[src/rtl/regfile_pkg.sv]
// Shared widths and constants for the register-file writeback arbiter.
// Port indices are typed so grant bookkeeping reads in design terms.
package regfile_pkg;

  localparam int ADDR_W   = 5;
  localparam int DATA_W   = 32;
  localparam int ZERO_REG = 0;

  typedef enum logic {
    PORT_ALU  = 1'b0,
    PORT_LOAD = 1'b1
  } port_e;

endpackage

[src/rtl/rr_arb2.sv]
// Two-way round-robin grant: on a tie the port that did not win last time
// is granted. hold suppresses every grant.
module rr_arb2
  import regfile_pkg::*;
(
  input  logic [1:0] req,
  input  logic       hold,
  input  logic       last,
  output logic [1:0] gnt
);

  always_comb begin
    gnt = 2'b00;
    if (!hold) begin
      case (req)
        2'b01:   gnt = 2'b01;
        2'b10:   gnt = 2'b10;
        2'b11:   gnt = (last == PORT_ALU) ? 2'b10 : 2'b01;
        default: gnt = 2'b00;
      endcase
    end
  end

endmodule

[src/rtl/regfile_wb_arbiter.sv]
// Arbitrates ALU and load writebacks into a single register-file write port,
// with a one-cycle output stage and same-cycle read bypass.
module regfile_wb_arbiter
  import regfile_pkg::port_e;
  import regfile_pkg::PORT_ALU;
  import regfile_pkg::PORT_LOAD;
  import regfile_pkg::ZERO_REG;
#(
  parameter int ADDR_W = regfile_pkg::ADDR_W,
  parameter int DATA_W = regfile_pkg::DATA_W
) (
  input  logic              clock,
  input  logic              Reset,
  input  logic              hold,
  input  logic              req0_valid,
  input  logic [ADDR_W-1:0] req0_addr,
  input  logic [DATA_W-1:0] req0_data,
  output logic              req0_ready,
  input  logic              req1_valid,
  input  logic [ADDR_W-1:0] req1_addr,
  input  logic [DATA_W-1:0] req1_data,
  output logic              req1_ready,
  output logic              reg_write_enable,
  output logic [ADDR_W-1:0] reg_write_address,
  output logic [DATA_W-1:0] write_data,
  input  logic [ADDR_W-1:0] read_register_1,
  input  logic [ADDR_W-1:0] read_register_2,
  output logic              bypass_hit_1,
  output logic              bypass_hit_2,
  output logic [DATA_W-1:0] bypass_data
);

  // Handshake: a port transfers on a rising edge where its valid and ready
  // are both high; ready depends only on hold, the valids and r_rr_last.
  port_e             r_rr_last;
  logic              r_stage_valid;
  logic [ADDR_W-1:0] r_stage_addr;
  logic [DATA_W-1:0] r_stage_data;

  logic [1:0] w_gnt;
  logic [1:0] w_xfer;

  rr_arb2 u_rr_arb2 (
    .req  ({req1_valid, req0_valid}),
    .hold (hold),
    .last (r_rr_last),
    .gnt  (w_gnt)
  );

  assign w_xfer     = w_gnt & {req1_valid, req0_valid};
  assign req0_ready = w_gnt[0];
  assign req1_ready = w_gnt[1];

  // Address/data keep their last value when no transfer occurs; only the
  // valid bit drops, so the stage holds a write for exactly one cycle.
  always_ff @(posedge clock or negedge Reset) begin
    if (!Reset) begin
      r_stage_valid <= 1'b0;
      r_stage_addr  <= '0;
      r_stage_data  <= '0;
      r_rr_last     <= PORT_LOAD;
    end else begin
      r_stage_valid <= |w_xfer;
      if (w_xfer[0]) begin
        r_stage_addr <= req0_addr;
        r_stage_data <= req0_data;
        r_rr_last    <= PORT_ALU;
      end else if (w_xfer[1]) begin
        r_stage_addr <= req1_addr;
        r_stage_data <= req1_data;
        r_rr_last    <= PORT_LOAD;
      end
    end
  end

  // Register 0 is hardwired: its writes are accepted but never strobed.
  assign reg_write_enable  = r_stage_valid && (r_stage_addr != ADDR_W'(ZERO_REG));
  assign reg_write_address = r_stage_addr;
  assign write_data        = r_stage_data;

  assign bypass_hit_1 = reg_write_enable && (read_register_1 == r_stage_addr);
  assign bypass_hit_2 = reg_write_enable && (read_register_2 == r_stage_addr);
  assign bypass_data  = r_stage_data;

endmodule

[config.mk]
export PLATFORM = sky130hd
export DESIGN_NAME = regfile_wb_arbiter
export DESIGN_NICKNAME = d
export VERILOG_FILES = /design/src/rtl/regfile_pkg.sv /design/src/rtl/rr_arb2.sv /design/src/rtl/regfile_wb_arbiter.sv
export SDC_FILE = /design/constraint.sdc
export NUM_CORES = 1
export LEC_CHECK = 0
export ABC_AREA = 1
export CAP_MARGIN = 20
export CORE_MARGIN = 5
export CORE_UTILIZATION = 37
export DETAILED_ROUTE_END_ITERATION = 7
export GPL_ROUTABILITY_DRIVEN = 0
export PLACE_DENSITY = 0.86
export SLEW_MARGIN = 20
export SYNTH_ARGS = -nofsm -noshare
export SYNTH_HDL_FRONTEND = slang
export SYNTH_SLANG_ARGS = --single-unit
[constraint.sdc]
create_clock -name clock -period 1.4 [get_ports clock]
set_input_delay 0.28 -clock clock [delete_from_list [all_inputs] [get_ports clock]]
set_output_delay 0.28 -clock clock [all_outputs]
set_load 0.01 [all_outputs]
=== Word level (Yosys, flattened, before mapping) ===
Index checks and enable logic that the tools add are counted.

* Word-level logic and storage cells: 25
* Output and inout bits: 74
* Bits in registers: 39

* Bitwise logic cells: 1
* Reductions and logical operators: 6
* Equality and inequality tests: 5
* Muxes and demuxes: 9

{| class="wikitable"
|+ Operators by type and width
! cell !! count
|-
| $mux 32 || 2
|-
| $eq 5x5->1 || 2
|-
| $mux 5 || 2
|-
| $pmux 2 s3 || 1
|-
| $reduce_bool 5->1 || 1
|-
| $eq 2x2->1 const B || 2
|-
| $mux 2 || 2
|-
| $logic_and 1x1->1 || 3
|-
| $and 2x2->2 || 1
|-
| $eq 2x1->1 const B || 1
|-
| $mux 1 || 2
|-
| $reduce_bool 2->1 || 1
|-
| $reduce_or 2->1 || 1
|}

=== Longest topological paths before layout ===
Gate-level depths: netlist of the first run.

* Word-level depth: 6
* Gate-level depth with buffers: 10
* Mapped depth without buffers: 8

=== Modules after synthesis ===
From an unflattened synthesis of the first run, not the netlist that was laid out.

* Cell total of the unflattened synthesis: 302
* Area total of the unflattened synthesis: 2507.4 um2

{| class="wikitable"
|+ Modules (own cells, without submodules)
! module !! area each (um2) !! cells an instance !! sequential area each (um2) !! times used
|-
| regfile_wb_arbiter || 2473.6 || 293 || 977.2 || 1
|-
| rr_arb2 || 33.8 || 9 || 0.0 || 1
|}

=== Worst setup path before layout of the first run ===
OpenSTA, ideal clock, no wires.

* Kind: flip-flop to output port
* From: reg r_rr_last
* To: out req0_ready
* Required time: 1120 ps
* Slack: 22 ps
* Arrival: 1098 ps
* Stages on the path, launching flop included: 7
* Path through: dfstp_2 > inv_1 > nand2_1 > nand3_1 > buf_2 > buf_4 > inv_1

* Word-level cells in the longest chain between the ends: 3

{| class="wikitable"
|+ Ends and longest elaborated chain
! element !! RTL line !! text
|-
| start, declared || regfile_wb_arbiter.sv:35 || <nowiki>port_e r_rr_last;</nowiki>
|-
| start signal, assigned || regfile_wb_arbiter.sv:61 || <nowiki>r_rr_last <= PORT_LOAD;</nowiki>
|-
| start signal, assigned || regfile_wb_arbiter.sv:67 || <nowiki>r_rr_last <= PORT_ALU;</nowiki>
|-
| start signal, assigned || regfile_wb_arbiter.sv:71 || <nowiki>r_rr_last <= PORT_LOAD;</nowiki>
|-
| $mux 2 || rr_arb2.sv:18 || <nowiki>2'b11: gnt = (last == PORT_ALU) ? 2'b10 : 2'b01;</nowiki>
|-
| $pmux 2 s3 || rr_arb2.sv:15 || <nowiki>case (req)</nowiki>
|-
| $mux 2 || rr_arb2.sv:14 || <nowiki>if (!hold) begin</nowiki>
|-
| end, declared || regfile_wb_arbiter.sv:18 || <nowiki>output logic req0_ready,</nowiki>
|}

Every way passes these cells.

=== Worst setup path after layout of the first run ===
* From: reg r_stage_addr[2], in the netlist reg_write_address[2]
* To: out bypass_hit_2

* Word-level cells in the longest chain between the ends: 3

{| class="wikitable"
|+ Ends and longest elaborated chain
! element !! RTL line !! text
|-
| start, declared || regfile_wb_arbiter.sv:37 || <nowiki>logic [ADDR_W-1:0] r_stage_addr;</nowiki>
|-
| start signal, assigned || regfile_wb_arbiter.sv:65 || <nowiki>r_stage_addr <= req0_addr;</nowiki>
|-
| start signal, assigned || regfile_wb_arbiter.sv:69 || <nowiki>r_stage_addr <= req1_addr;</nowiki>
|-
| $reduce_bool 5->1 || regfile_wb_arbiter.sv:77 || <nowiki>assign reg_write_enable = r_stage_valid && (r_stage_addr != ADDR_W'(ZERO_REG));</nowiki>
|-
| $logic_and 1x1->1 || regfile_wb_arbiter.sv:77 ||
|-
| $logic_and 1x1->1 * || regfile_wb_arbiter.sv:82 || <nowiki>assign bypass_hit_2 = reg_write_enable && (read_register_2 == r_stage_addr);</nowiki>
|-
| end, declared || regfile_wb_arbiter.sv:29 || <nowiki>output logic bypass_hit_2,</nowiki>
|}

Every way passes the cells marked *; elsewhere a longest branch is shown, timed or not.

==> qor.txt, run 1 <==
Die Area = 0.00885 mm²
Fin Clk Skew = 0.00178 ns
Pre-CTS setup slack = -0.652 ns
Syn avg cell area = 6.33 µm²
Launch point of the worst path = reg_write_address[2]$_DFFE_PN0P_
First drt pass iteration count = 4
WP data required = 1.12 ns
Clock network fraction of design power = 0.193
DIE HEIGHT = 94.1 µm
Int Pwr = 2580 µW
CTS clk-pin slew, worst paths = 0.07 ns
Port Buffers = 162
Synth Instances = 413
Cell leakage power = 0.00262 µW
FF+latch count, synth = 39
Maxcap violations = 0
Total CTS buffers = 5
Fill cell count = 624
Root Buffer = clkbuf_8
Number of global-route vias before repair = 2953
Final min period = 1.67 ns
Post-DP HPWL = 6.29 mm
Fmax = 599 MHz
Area Growth Syn to Fin = 73.6%
Nets = 656
Critical R2R Launch = r_rr_last$_DFFE_PN1P_
Hold WC Path Type = in -> async
Initial Utilization = 0.383
Worst slew margin = 0.734
Reg power frac = 0.370
Final slew viol count = 0
H-tree levels = 2
Post-detailed-route via-to-cell ratio = 4.59
Initial antenna violation count = 0
Chip width = 94.1 µm
Asr flop ratio synth = 1.00
Clock tree from TritonCTS = done
Wire per inst = 14.8 µm
Register area share after synthesis = 0.374
Final Cycle Share = 1.19
Antenna diodes = 0
Most common cell after layout, fill and taps aside = nand2_1
RSZ-0062 raised after global routing = true
Combinational share of power = 0.437
Pwr Density = 857 mW/mm²
Largest net degree at the start of global routing = 39
Status = finished with violations
Share of cells above drive strength 1 = 0.164
Core footprint = 0.00683 mm²
Post-route ant nets = 0
Residual DRC = 0
Synthesized area = 0.00262 mm²
CTS max path bufs = 2
Gr usage total = 0.187
Top Ports = 163
Top FF cell, synth = dfrtp_1
CP endpoint kind = output port
Number of library cell types mapped by synthesis = 15
CP arrival = 1.39 ns
DRT iter0 DRCs = 104
Final WS setup = -0.271 ns
Type of the worst setup path = reg -> out
Routed vias = 3042
Most frequent cells in the layout = nand2_1 (183), clkdlybuf4s50_1 (83), dlygate4sd2_1 (67)
Leading area contributor after synthesis = dfrtp_1
Switching Share = 0.337
Overflow after GRT = 0
Synth area leaders = dfrtp_1 (36%), nand2_1 (31%), buf_4 (11%)
Failing checks = setup timing
Setup crit start kind = flip-flop
Post-route design area = 0.00454 mm²
First-pass GRT wire length = 13.5 mm
Standard-cell rows = 30
Switching power = 1310 µW
Final setup viols = 14
EDFF count, synth = 0
Placed cell area = 0.00409 mm²
Peak supply drop = 456 µV
Final hold vios = 0
Synthesis Warnings = 0
Worst-Margin Slew = 0.399 ns
Yosys top cell area share = 0.363
Sink Count = 39
Setup tns final = -1.15 ns
Worst-Skew Late Latency = 0.28 ns
Syn nets = 502
Post-Route WL = 9.82 mm
Setup slack, reg-to-reg = -0.03 ns
Critical Path Fanout Max = 5
==> layout make-up <==
cell class                 count  area [µm²]  area share
clock buffer                   6        82.6      0.0182
sequential                    39         977       0.215
inverter                      57         216      0.0477
timing repair buffer         199        1980       0.435
clock inverter                 1        5.00     0.00110
tap                           96         120      0.0265
multi-input combinational    265        1160       0.256
==> worst max-delay path: stages (launching register included) <==
cell and delay [ns]:
dfrtp_1 0.40, buf_6 0.14, nand2_1 0.07, nand2_1 0.06, nor2_1 0.09, nand3_1 0.08, nor2_1 0.13, buf_2 0.14
==> registers in the layout (all words and copies together) (netlist names) <==
name               flops
bypass_data           32
reg_write_address      5
r_stage_valid          1
r_rr_last              1
==> kinds of logic (layout without fill, tap and decap cells) <==
family / after synthesis / in the layout / synth area share
flip-flops: 39 / 39 / 0.374
buffers and inverters: 109 / 263 / 0.221
AO/OA/AOI/OAI: 1 / 1 / 0.00191
XOR/XNOR: 2 / 2 / 0.00670
AND/OR/NAND/NOR: 262 / 262 / 0.397
==> Yosys cell counts, types with 2 or more instances <==
| cell type | instances |
|---|---|
| buf_2 | 12 |
| buf_4 | 37 |
| buf_6 | 2 |
| dfrtp_1 | 38 |
| inv_1 | 56 |
| nand2_1 | 213 |
| nand3_1 | 41 |
| nor2_1 | 6 |
| xnor2_1 | 2 |
==> final timing paths <==
kind                                               endpoint  depth (start not counted)
max                                            bypass_hit_2                          7
max reg2reg                reg_write_address[2]$_DFFE_PN0P_                          9
max in group asynchronous        bypass_data[1]$_DFFE_PN0P_                          3
min in group clock                    r_rr_last$_DFFE_PN1P_                          2
min reg2reg                           r_rr_last$_DFFE_PN1P_                          2
min                             bypass_data[20]$_DFFE_PN0P_                          2
==> metal layers <==
metal,vias to the layer above,GRT usage,wire [µm]
li1,1491,-,-
met1,1388,0.220,3760
met2,145,0.338,5090
met3,18,0.0457,746
met4,0,0.0481,218
met5,-,0,0
==> power by group through the flow <==
stage | registers (µW) | clock network (µW) | logic, µW
finish | 1440 | 751 | 1700
global route | 1470 | 826 | 1840
CTS | 1440 | 785 | 1490
detailed placement | 1480 | 0 | 1650
global placement | 1470 | 0 | 1610
floorplan | 1530 | 0 | 732
==> timing repair <==
| item | 4_1_cts | 5_1_grt |
|---|---|---|
| gates cloned | 0 | 10 |
| endpoints found under the hold margin | 9 | 0 |
| hold buffers | 1 | 0 |
| pin swaps | 1 | 12 |
| resized for setup | 110 | 51 |
| buffers inserted | 5 | 7 |
| endpoints found under the setup margin | 112 | 46 |
==> per-stage QoR <==
stage	hold WS [ns]	total power, µW	util	std cells
after CTS	0.386	3720	0.608	646
after global routing	0.416	4140	0.665	663
final	0.399	3890	0.665	663
after detailed placement	0.164	3130	0.599	633
after floorplan	-0.0156	2260	-	413
after global placement	0.158	3090	0.599	633
Power figures use the tool's default switching activity.
==> inputs of run 2 (changes only) <==
--- a/config.mk
+++ b/config.mk
@@ -9,6 +9,7 @@
 export CAP_MARGIN = 20
 export CORE_MARGIN = 5
 export CORE_UTILIZATION = 37
+export CTS_CLUSTER_DIAMETER = 50
 export DETAILED_ROUTE_END_ITERATION = 7
 export GPL_ROUTABILITY_DRIVEN = 0
 export PLACE_DENSITY = 0.86
==> results of run 2 <==
No change in the layout: final DEF, timing and power equal those of run 1.
==> inputs of run 3 (changes only) <==
--- a/config.mk
+++ b/config.mk
@@ -6,7 +6,7 @@
 export NUM_CORES = 1
 export LEC_CHECK = 0
 export ABC_AREA = 1
-export CAP_MARGIN = 20
+export CAP_MARGIN = 30
 export CORE_MARGIN = 5
 export CORE_UTILIZATION = 37
 export CTS_CLUSTER_DIAMETER = 50
==> results of run 3 <==
No change in the layout: final DEF, timing and power equal those of run 1.
